===== src/rtl/mem_port_arbiter.sv =====
// Two-to-one shared memory port arbiter: data has fixed priority over fetch, with a burst limit so fetch always progresses.
// Optional ARB_STATS_EN macro adds saturating stall/grant statistics counters.
module mem_port_arbiter #(
  parameter int ADDR_WIDTH  = 32,
  parameter int DATA_WIDTH  = 32,
  parameter int D_BURST_MAX = 4
) (
  input  logic                    clock,
  input  logic                    reset,
  input  logic [ADDR_WIDTH-1:0]   i_addr,
  input  logic                    i_rd,
  output logic [DATA_WIDTH-1:0]   i_rdata,
  output logic                    i_waitrequest,
  input  logic [ADDR_WIDTH-1:0]   d_addr,
  input  logic                    d_rd,
  input  logic                    d_wr,
  input  logic [DATA_WIDTH-1:0]   d_wdata,
  input  logic [DATA_WIDTH/8-1:0] d_be,
  output logic [DATA_WIDTH-1:0]   d_rdata,
  output logic                    d_waitrequest,
  output logic [ADDR_WIDTH-1:0]   mem_addr,
  output logic                    mem_rd,
  output logic                    mem_wr,
  output logic [DATA_WIDTH-1:0]   mem_wdata,
  output logic [DATA_WIDTH/8-1:0] mem_be,
  input  logic [DATA_WIDTH-1:0]   mem_rdata,
  input  logic                    mem_waitrequest,
  output logic [31:0]             stat_i_stall,
  output logic [31:0]             stat_d_grant
);

  typedef enum logic [1:0] {IDLE, LOCK_I, LOCK_D} state_t;

  state_t     state;
  logic [3:0] dcnt;
  logic       ireq, dreq, gnt_i, gnt_d, i_done, d_done;

  assign ireq = i_rd;
  assign dreq = d_rd | d_wr;

  // A held lock overrides priority; only IDLE arbitrates.
  always_comb begin
    gnt_i = 1'b0;
    gnt_d = 1'b0;
    case (state)
      LOCK_I:  gnt_i = 1'b1;
      LOCK_D:  gnt_d = 1'b1;
      default: begin
        if (dreq && !(ireq && dcnt == 4'(D_BURST_MAX))) gnt_d = 1'b1;
        else if (ireq)                                  gnt_i = 1'b1;
      end
    endcase
  end

  assign i_done = gnt_i & ~mem_waitrequest;
  assign d_done = gnt_d & ~mem_waitrequest;

  always_comb begin
    mem_addr  = '0;
    mem_rd    = 1'b0;
    mem_wr    = 1'b0;
    mem_wdata = '0;
    mem_be    = '0;
    if (gnt_d) begin
      mem_addr  = d_addr;
      mem_rd    = d_rd;
      mem_wr    = d_wr;
      mem_wdata = d_wdata;
      mem_be    = d_be;
    end else if (gnt_i) begin
      mem_addr  = i_addr;
      mem_rd    = i_rd;
      mem_be    = '1;
    end
  end

  assign i_waitrequest = gnt_i ? mem_waitrequest : 1'b1;
  assign d_waitrequest = gnt_d ? mem_waitrequest : 1'b1;
  assign i_rdata       = mem_rdata;
  assign d_rdata       = mem_rdata;

  always_ff @(posedge clock or posedge reset) begin
    if (reset) begin
      state <= IDLE;
      dcnt  <= '0;
    end else begin
      case (state)
        IDLE: begin
          if (mem_waitrequest) begin
            if (gnt_d)      state <= LOCK_D;
            else if (gnt_i) state <= LOCK_I;
          end
        end
        default: if (!mem_waitrequest) state <= IDLE;
      endcase
      // Counts data wins only while fetch is waiting; saturates at the limit.
      if (!ireq || i_done)                              dcnt <= '0;
      else if (d_done && dcnt != 4'(D_BURST_MAX))       dcnt <= dcnt + 4'd1;
    end
  end

`ifdef ARB_STATS_EN
  always_ff @(posedge clock or posedge reset) begin
    if (reset) begin
      stat_i_stall <= '0;
      stat_d_grant <= '0;
    end else begin
      if (i_rd && i_waitrequest && stat_i_stall != '1) stat_i_stall <= stat_i_stall + 32'd1;
      if (d_done && stat_d_grant != '1)                stat_d_grant <= stat_d_grant + 32'd1;
    end
  end
`else
  assign stat_i_stall = '0;
  assign stat_d_grant = '0;
`endif

endmodule


===== config.mk =====
export PLATFORM = sky130hd
export DESIGN_NAME = mem_port_arbiter
export DESIGN_NICKNAME = d
export VERILOG_FILES = /design/src/rtl/mem_port_arbiter.sv
export SDC_FILE = /design/constraint.sdc
export NUM_CORES = 1
export LEC_CHECK = 0
export ABC_CLOCK_PERIOD_IN_PS = 2700
export BUFFER_PORTS_ARGS = -buffer_cell sky130_fd_sc_hd__buf_2
export CAP_MARGIN = 20
export CORE_AREA = 4 4 129 131
export DETAILED_ROUTE_END_ITERATION = 7
export DIE_AREA = 0 0 133 135
export PLACE_DENSITY = 0.47
export SETUP_SLACK_MARGIN = 0.2
export SYNTH_ARGS = -nofsm -noshare
export SYNTH_HDL_FRONTEND = slang
export SYNTH_SLANG_ARGS = --single-unit

===== constraint.sdc =====
create_clock -name clock -period 2.7 [get_ports clock]
set_input_delay 0.27 -clock clock [delete_from_list [all_inputs] [get_ports clock]]
set_output_delay 0.27 -clock clock [all_outputs]
set_load 0.005 [all_outputs]

==> metrics.csv <==
stage,metric,value,unit
outcome,status,"finished, final reports clean",
drt,ant_nets,0,
setup_path,startpoint_type,flip-flop,
synth,synth-seq-cells,6,
grt,grt_max_degree,70,
synth,synth_top_family_by_area,buffers and inverters,
die,rows,46,
synth,syn_avg_cell_area,7.64,um2
drt,wl_per_cell,12.4,um
cells_and_area,fin_area,2580,um2
cells_and_area,fillers,1792,
die,die_w,133,um
placement,io_buffers,177,
cells_and_area,drive_gt1_share,50.0,%
setup_path,crit_slowest_cell,dfrtp_1,
pwr,p_per_area,714,nW/um2
run,drv_cap,0,
pwr,vdd_drop_max,0.000354,V
drt,drt_pre_antenna_iters,4,
clock_network,clock_path_buffers,2,
setup_path,path_buf_inv,3,
grt,grt-ovfl-total,0,
cells_and_area,multiInputGateArea,1130,um2
synth,yosysTopAreaCell,buf_4,
cells_and_area,post-route-util,16.5,%
placement,place.gp.congestion,0.767,
timing,fmax,438,MHz
clock_network,cts_root_buf,clkbuf_16,
synth,synth_simple_gate_area_share,17.8,%
timing,layout_min_cycle_time,2.28,ns
drt,wirelength,7380,um
synth,ys_seq_area_share,7.28,%
die,top_level_ports,338,
synth,synth_top_area_share,46.6,%
drt,avgViaCountPerCell,3.25,
setup_path,cp_slowest_stage_delay,0.41,ns
clock_network,htreeDepth,1,
setup_path,crit_required,2.43,ns
die,die_area,18000,um2
placement,place_inst,590,
cells_and_area,ff_latch_area,150,um2
grt,track_usage,6.75,%
synth,synth_edf_count,0,
cells_and_area,diodes,0,
synth,synthAdderAreaFrac,3.52,%
synth,synth_top_flop_cell,dfrtp_1,
pwr,p_total,1840,uW
die,die_y,135,um
timing,timing.final.crit_share,84.6,%
clock_network,clk_latency,0.23,ns
synth,synth_area,2060,um2
die,start_util,13.2,%
placement,postPlaceCellArea,2480,um2
worst_hold_path,worstHoldPathType,primary input to flip-flop,
synth,synthArstFlopShare,100,%
synth,yosys.area_share.xor_xnor,0.425,%
synth,synthDistinctLibCells,37,
clock_network,path_clk_slew,0.03,ns
grt,grt_pass1_wl,9740,um
timing,slew_viol_final,0,
grt,antenna_found_initial,0,
setup_path,critical-path-top-cell-by-count,o21ai_2,
clock_network,cts_tree,built,
pwr,leakagePower,0.00147,uW
timing,maxSlewHeadroom,65.2,%
synth,muxShareOfSynthArea,0.971,%
timing,hold_viol_final,0,
synth,yosys-top-cells-area,"buf_4 (47%), a22o_1 (14%), and2_1 (10%), dfrtp_1 (7.3%), ha_1 (3.0%)",
timing,tightest_slew,0.517,ns
cells_and_area,nets,523,
grt,grt_pass1_vias,1763,
clock_network,post_cts_buffers,0,
cells_and_area,area_growth,25.1,%
setup_path,critPathArrivalTime,2.01,ns
setup_path,path_max_fanout,17,
synth,synth.top_cells.by_count,"buf_4 (128), a22o_1 (33), and2_1 (33)",
synth,synthCells,270,
timing,tns,0,ns
timing,grt_setup_unrepaired,false,
setup_path,crit_type,flip-flop to output port,
clock_network,clock-sinks,6,
drt,drc,0,
timing,finClkSkew,0.000888,ns
drt,drt_iter0_drc,73,
cells_and_area,stdcell_count,594,
clock_network,cts_buffers,3,
setup_path,crit_family,compound AO/OA/AOI/OAI gates,
synth,synth_compound_area_share,19.5,%
timing,setup_viol,0,
placement,hpwl,6350,um
die,design.core.area,15600,um2
setup_path,crit_chain,inv_1 -> ha_1 -> and3b_1 -> o21ai_2 -> o21ai_2 -> buf_4 -> a22o_1 -> buf_2,
setup_path,end_kind,output port,
drt,dr_total_vias,1931,
synth,synth_warnings,0,
synth,yosysMostFrequentCell,buf_4,
-- cell type report --
class / instances / area share, %
multi-input cells: 182 / 43.8
repair buffers: 181 / 36.1
well taps: 216 / 10.5
flip-flops and latches: 6 / 5.82
clock buffers: 3 / 2.91
inverters: 6 / 0.873
-- flip-flops by register name (all words and copies together) (netlist names) --
register and cells:
dcnt 4, state 2
-- worst min-delay path, stage by stage --
cell and delay [ns]:
buf_2 0.14, nand2_1 0.15, a21oi_1 0.06
-- stage by stage --
step | worst slack, ns | hold slack (ns)
after global placement | 0.463 | 0.206
after detailed placement | 0.450 | 0.209
after CTS | 0.203 | 0.435
final | 0.416 | 0.439
after floorplan | 0.683 | 0.0610
after global routing | 0.286 | 0.450
-- cell families (layout without fill, tap and decap cells) --
logic type	Yosys count	count (layout)
buffers and inverters	145	190
AND/OR/NAND/NOR	61	61
AO/OA/AOI/OAI	48	48
adder cells (fa/ha/maj)	6	6
flip-flops	6	6
multiplexers	2	2
other	1	64
XOR/XNOR	1	1
-- final timing paths --
path / startpoint / endpoint / slack (ns) / depth (start not counted)
worst min-delay path: i_rd / dcnt[3]$_DFFE_PP0P_ / 0.44 / 3
min in group asynchronous: reset / dcnt[1]$_DFFE_PP0P_ / 0.50 / 3
max in group asynchronous: reset / state[1]$_DFFE_PP0P_ / 2.00 / 3
worst max-delay path: dcnt[0]$_DFFE_PP0P_ / mem_rd / 0.42 / 8
worst min register to register: dcnt[3]$_DFFE_PP0P_ / dcnt[3]$_DFFE_PP0P_ / 0.57 / 2
worst max register to register: state[0]$_DFFE_PP0P_ / dcnt[3]$_DFFE_PP0P_ / 0.73 / 6
-- what timing repair did --
item / 4_1_cts / 5_1_grt
setup endpoints to repair: 0 / 34
hold endpoints to repair: 6 / 0
hold buffers: 1 / 0
gates resized for setup: 0 / 3
-- per-layer routing --
layer / global-route usage (%) / part of all wire (%) / up-vias
li1: - / - / 929
met1: 7.27 / 36 / 849
met5: 0 / 0 / -
met3: 2.50 / 10 / 35
met2: 11.6 / 49 / 118
met4: 3.52 / 3.8 / 0
-- report_power, final --
group | leakage, uW | switching [uW] | total [uW] | internal [uW]
logic | 0.00135 | 721 | 1480 | 759
registers | 0.0000811 | 19.0 | 127 | 108
clock network | 0.0000370 | 47.0 | 237 | 190
total | 0.00147 | 787 | 1840 | 1060
-- placed cells by master (no fill, tap or decap), types with 2 or more instances in the layout --
cell type and n:
a21oi_1 3, a22o_1 33, and2_1 33, buf_2 177
buf_4 2, clkbuf_16 3, conb_1 64, dfrtp_1 6
ha_1 4, inv_1 6, mux2i_1 2, nand2_1 7
nand3_1 3, nor2_1 5, nor4_1 2, o21a_1 4
o21ai_2 2
Power figures use the tool's default switching activity.
